===== src/rtl/id_ex_stage.sv =====
// id_ex_stage: ID/EX pipeline register with load-use hazard detection.
// A bubble is inserted when the instruction in ID needs the result of a
// load that is currently in EX. A taken branch (Flush) also loads a bubble,
// and a downstream freeze (Hold) stops the whole register.
module id_ex_stage #(
  parameter int XLEN  = 32,
  parameter int CNT_W = 16
) (
  input  logic             clk,
  input  logic             reset_n,
  input  logic [XLEN-1:0]  ID_PC,
  input  logic [XLEN-1:0]  ID_RData1,
  input  logic [XLEN-1:0]  ID_RData2,
  input  logic [XLEN-1:0]  ID_Imm,
  input  logic [4:0]       ID_Rs1,
  input  logic [4:0]       ID_Rs2,
  input  logic [4:0]       ID_Rd,
  input  logic             ID_UsesRs1,
  input  logic             ID_UsesRs2,
  input  logic             ID_Valid,
  input  logic             ID_RegWrite,
  input  logic             ID_MemRead,
  input  logic             ID_MemWrite,
  input  logic             ID_MemtoReg,
  input  logic             ID_ALUSrc,
  input  logic             ID_Branch,
  input  logic [1:0]       ID_ALUOp,
  input  logic             Flush,
  input  logic             Hold,
  output logic [XLEN-1:0]  IDEX_PC,
  output logic [XLEN-1:0]  IDEX_RData1,
  output logic [XLEN-1:0]  IDEX_RData2,
  output logic [XLEN-1:0]  IDEX_Imm,
  output logic [4:0]       IDEX_Rs1,
  output logic [4:0]       IDEX_Rs2,
  output logic [4:0]       IDEX_Rd,
  output logic             IDEX_RegWrite,
  output logic             IDEX_MemRead,
  output logic             IDEX_MemWrite,
  output logic             IDEX_MemtoReg,
  output logic             IDEX_ALUSrc,
  output logic             IDEX_Branch,
  output logic [1:0]       IDEX_ALUOp,
  output logic             IDEX_Valid,
  output logic             Stall,
  output logic [CNT_W-1:0] BubbleCount
);

  logic [XLEN-1:0]  r_pc, r_rdata1, r_rdata2, r_imm;
  logic [4:0]       r_rs1, r_rs2, r_rd;
  logic             r_regWrite, r_memRead, r_memWrite, r_memtoReg;
  logic             r_aluSrc, r_branch, r_valid;
  logic [1:0]       r_aluOp;
  logic [CNT_W-1:0] r_count;

  logic w_loadUse;
  logic w_bubble;
  logic w_countInc;
  logic w_rs1Hit;
  logic w_rs2Hit;

  localparam logic [CNT_W-1:0] CountMax = {CNT_W{1'b1}};
  localparam logic [CNT_W-1:0] CountOne = {{(CNT_W-1){1'b0}}, 1'b1};

  // Hazard detection: a valid load in EX whose non-zero destination is read by ID
  always_comb begin
    w_rs1Hit   = ID_UsesRs1 && (ID_Rs1 == r_rd);
    w_rs2Hit   = ID_UsesRs2 && (ID_Rs2 == r_rd);
    w_loadUse  = r_valid && r_memRead && (r_rd != 5'd0) && ID_Valid &&
                 (w_rs1Hit || w_rs2Hit);
    w_bubble   = Flush || w_loadUse;
    w_countInc = w_loadUse && !Flush;
    Stall      = Hold || (w_loadUse && !Flush);
  end

  // Pipeline register: Hold freezes, Flush/LoadUse load a bubble, else capture ID
  always_ff @(posedge clk or negedge reset_n) begin
    if (!reset_n) begin
      r_pc       <= '0;
      r_rdata1   <= '0;
      r_rdata2   <= '0;
      r_imm      <= '0;
      r_rs1      <= '0;
      r_rs2      <= '0;
      r_rd       <= '0;
      r_regWrite <= 1'b0;
      r_memRead  <= 1'b0;
      r_memWrite <= 1'b0;
      r_memtoReg <= 1'b0;
      r_aluSrc   <= 1'b0;
      r_branch   <= 1'b0;
      r_aluOp    <= 2'b00;
      r_valid    <= 1'b0;
    end else if (!Hold) begin
      // Data fields follow ID even for a bubble; only control is squashed.
      r_pc     <= ID_PC;
      r_rdata1 <= ID_RData1;
      r_rdata2 <= ID_RData2;
      r_imm    <= ID_Imm;
      if (w_bubble) begin
        r_rs1      <= '0;
        r_rs2      <= '0;
        r_rd       <= '0;
        r_regWrite <= 1'b0;
        r_memRead  <= 1'b0;
        r_memWrite <= 1'b0;
        r_memtoReg <= 1'b0;
        r_aluSrc   <= 1'b0;
        r_branch   <= 1'b0;
        r_aluOp    <= 2'b00;
        r_valid    <= 1'b0;
      end else begin
        r_rs1      <= ID_Rs1;
        r_rs2      <= ID_Rs2;
        r_rd       <= ID_Rd;
        r_regWrite <= ID_RegWrite;
        r_memRead  <= ID_MemRead;
        r_memWrite <= ID_MemWrite;
        r_memtoReg <= ID_MemtoReg;
        r_aluSrc   <= ID_ALUSrc;
        r_branch   <= ID_Branch;
        r_aluOp    <= ID_ALUOp;
        r_valid    <= ID_Valid;
      end
    end
  end

  // Saturating count of load-use bubbles; flush bubbles are not counted
  always_ff @(posedge clk or negedge reset_n) begin
    if (!reset_n) begin
      r_count <= '0;
    end else if (!Hold && w_countInc && (r_count != CountMax)) begin
      r_count <= r_count + CountOne;
    end
  end

  assign IDEX_PC       = r_pc;
  assign IDEX_RData1   = r_rdata1;
  assign IDEX_RData2   = r_rdata2;
  assign IDEX_Imm      = r_imm;
  assign IDEX_Rs1      = r_rs1;
  assign IDEX_Rs2      = r_rs2;
  assign IDEX_Rd       = r_rd;
  assign IDEX_RegWrite = r_regWrite;
  assign IDEX_MemRead  = r_memRead;
  assign IDEX_MemWrite = r_memWrite;
  assign IDEX_MemtoReg = r_memtoReg;
  assign IDEX_ALUSrc   = r_aluSrc;
  assign IDEX_Branch   = r_branch;
  assign IDEX_ALUOp    = r_aluOp;
  assign IDEX_Valid    = r_valid;
  assign BubbleCount   = r_count;

endmodule

===== config.mk =====
export PLATFORM = sky130hd
export DESIGN_NAME = id_ex_stage
export DESIGN_NICKNAME = d
export VERILOG_FILES = /design/src/rtl/id_ex_stage.sv
export SDC_FILE = /design/constraint.sdc
export NUM_CORES = 1
export LEC_CHECK = 0
export CAP_MARGIN = 30
export CORE_AREA = 2 2 128 130
export CTS_BUF_LIST = sky130_fd_sc_hd__clkbuf_8
export DETAILED_ROUTE_END_ITERATION = 10
export DIE_AREA = 0 0 130 132
export MAX_ROUTING_LAYER = met4
export PLACE_DENSITY = 0.83
export SETUP_SLACK_MARGIN = 0.3
export SYNTH_ARGS = -nofsm -noshare
export SYNTH_HDL_FRONTEND = slang
export SYNTH_SLANG_ARGS = --single-unit
export TNS_END_PERCENT = 50

===== constraint.sdc =====
create_clock -name clk -period 4.5 [get_ports clk]
set_input_delay 0.9 -clock clk [delete_from_list [all_inputs] [get_ports clk]]
set_output_delay 0.9 -clock clk [all_outputs]
set_load 0.01 [all_outputs]

==> metrics <==
count of distinct cell types in the synthesized netlist 30; register cell area after layout 4204 um2; portion of netlist area occupied by mux cells 22.18%; clock latency of the later-clocked register in the worst-skew pair between 0.4 and 0.5 ns; number of rows created at floorplan 46; hold bufs inserted after CTS 0; Post-Syn Instances 424; number of setup violations in the final report 0; via count of the first global-routing pass 5367; cell repeated most along the worst path sky130_fd_sc_hd__clkdlybuf4s50_1; total count of hold-check failures in the final report 0; setup TNS 0 ns; worst IR drop on VDD 0.2454 mV; post-synth top area cell sky130_fd_sc_hd__dfrtp_1; die boundary height 132 um; maximum number of pins on one net before global-route repair about 90; post-detailed-routing wire length 18040 um; Tcrit/Tclk final 79.18%; count of inserted antenna diode cells 0; Slew HR 36.19%; total via count after detailed routing slightly below 5k; Crit. End Element primary output; Max Clk Rate 0.2807 GHz; power density over the cells ~340 nW/um2; type of the most critical hold path input port to asynchronous set/reset pin; number of resized instances in the post-cts repair step 0; crit-path max FO 2; largest family of logic cells by synthesized area multiplexers; worst clock skew 0.008971 ns; total clock buffers created by CTS 17; number of non-filler instances in the completed layout 981; number of pins exceeding their max-slew limit in the final report 0; Placed Cells 949; number of antenna violations at the first check in global routing 0; area of the die 17160 um2; nets 912; compound-cell area share of the yosys netlist between 4 and 5%; hpwl dp 13530 um; total number of H-tree levels 4; placeable core region 15710 um2; net count after synthesis ~580; shortest clock period the worst path allows after layout about 3.6 ns; post-synth top area share 64.18%; Max Root-Sink Buffers 2; result of the run completed; area growth from synthesis to layout 59.43%; maxcap violations 0; leakage power of the design 4.258 nW; routability congestion estimate from global placement 0.8175; die extent in x 130 um; arrival time at the worst endpoint 2.66 ns; residual overflow from global routing 0; average vias per placed instance 4.940; cell area after synthesis 6550 um2; fraction of synthesized cell area in xor and xnor cells 3.343%; wire length of the first global-routing pass between 20000 and 30000 um; synthesized area per cell 15.45 um2; category of the critical setup timing path input port to primary output; DRC violation count after routing 0; layout cell share with drive strength beyond 1 22.09%; clock sink count 168; WP data required 3.60 ns; CP Cell Sequence clkdlybuf4s50_1 > xnor2_1 > nand4_1 > o22ai_2 > nand2_1 > o21bai_1 > clkdlybuf4s50_1; RSZ-0062 raised after global routing false; global-route usage over all layers 22.24%; root buffer cell sky130_fd_sc_hd__clkbuf_8; Initial Util between 40% and 50%; largest stage delay on the critical path 0.55 ns; clock tree from TritonCTS done; highest-delay cell along the critical path sky130_fd_sc_hd__clkdlybuf4s50_1; register bit count reported by yosys 168; Tightest Pin Transition 0.9571 ns; CTS clock-pin slew for the worst setup and hold paths roughly 0.09 ns; number of buffer cells added on primary ports 326; Multi-input gate area 2258 um2; leading cell types by total area after synthesis sky130_fd_sc_hd__dfrtp_1, sky130_fd_sc_hd__mux2_2, sky130_fd_sc_hd__xnor2_1; DR iter-0 viols 169; simple logic cell fraction of the synthesized area 4.451%; Final ANT Viol Nets 0; buffer count from post-CTS setup fixing 0; Top-Level Pins 327; sequential cell area fraction in the yosys report about 64%; type of origin of the critical path input port; detailed-routing iteration count for the pre-antenna-repair pass 6; Synth Area in Adders 0.1910%; average wire per standard cell 18.39 um; Yosys Warn Count 0; number of inserted filler cells in the final layout 1151
## synthesized netlist by cell type (all sizes together)
cell	instances
clkbuf	12
o31a	1
o22ai	1
nor3	3
and4	1
and3	4
nand3b	1
nand3	11
a21oi	2
mux2	129
dfrtp	168
a22o	24
ha	1
buf	8
a21boi	1
nand2	10
or2	1
and2	1
nor4	2
nor2	5
nand4b	3
xnor2	25
o21bai	1
nand4	9
## path summary, 6_finish.rpt
check,from,to,slack [ns],cells past startpoint
setup reg to reg,BubbleCount[0],BubbleCount[1],2.56,6
max in group asynchronous,reset_n,IDEX_RData2[16],3.04,2
min in group clk,BubbleCount[5],BubbleCount[5],0.50,1
hold reg to reg,BubbleCount[5],BubbleCount[5],0.50,1
setup / recovery,ID_Rs1[2],Stall,0.94,7
hold / removal,reset_n,IDEX_RData2[15],0.48,1
## critical path: cells and delay by family
family	cells	cell delay, ns
simple gates	2	0.19
buf+inv	2	1.08
xor+xnor	1	0.13
compound gates	2	0.36
## power breakdown
group	total, mW	internal [mW]	switching, mW
Sequential	1.72	1.64	0.0766
Combinational	0.726	0.465	0.261
Clock	1.09	0.541	0.548
## registers in the layout, indices dropped and copies added, names as in the netlist, 2 cells and up
name / cells
IDEX_ALUOp: 2
IDEX_PC: 32
IDEX_Rd: 5
IDEX_RData1: 32
BubbleCount: 16
IDEX_RData2: 32
IDEX_Imm: 32
IDEX_Rs2: 5
IDEX_Rs1: 5
## stage by stage
stage	power, mW	setup WS [ns]	hold slack, ns	instance area [um2]	util (%)
after floorplan	1.979	1.677	0.5249	6550	-
after global placement	2.455	0.9246	0.4846	10030	63.86
after detailed placement	2.477	0.9307	0.4926	10030	63.86
after CTS	3.565	0.9213	0.5052	10430	66.36
after global routing	3.687	0.8407	0.5144	10440	66.46
final	3.532	0.9369	0.4804	10440	66.46
## layout by cell type, fill, tap and decap left out, drive strengths merged
cell	netlist	layout
a22o	24	24
nor2	5	5
inv	0	5
or2	1	1
nand4	9	9
dfrtp	168	168
buf	8	6
ha	1	1
a21boi	1	1
xnor2	25	25
clkdlybuf4s50	0	324
nor4	2	2
o21bai	1	1
a21oi	2	2
clkinvlp	0	3
nand3b	1	1
and2	1	1
and3	4	4
clkinv	0	3
nand3	11	11
nand4b	3	3
nand2	10	10
o22ai	1	1
mux2	129	129
bufinv	0	3
o31a	1	1
and4	1	1
nor3	3	3
clkbuf	12	17
## cell families (layout without fill, tap and decap cells)
family / Yosys count / after routing
compound gates: 30 / 30
simple gates: 51 / 51
fa+ha+maj: 1 / 1
buf+inv: 20 / 361
xor+xnor: 25 / 25
mux: 129 / 129
flops: 168 / 168
## metal layers
layer | vias to the layer above | track usage [%] | part of all wire, %
met5 | - | - | 0
met4 | 0 | 7.049 | 2.4
met3 | 32 | 7.549 | 7.0
met2 | 199 | 38.25 | 54
met1 | 2436 | 24.01 | 36
li1 | 2179 | - | -
## layout make-up
type                    count  area share [%]
clock inverters            14           1.534
repair buffers            330           31.75
flip-flops and latches    168           40.26
well taps                 216           2.588
clock buffers              17           2.241
multi-input cells         236           21.63
No activity file was read; power rests on OpenSTA's default activity.
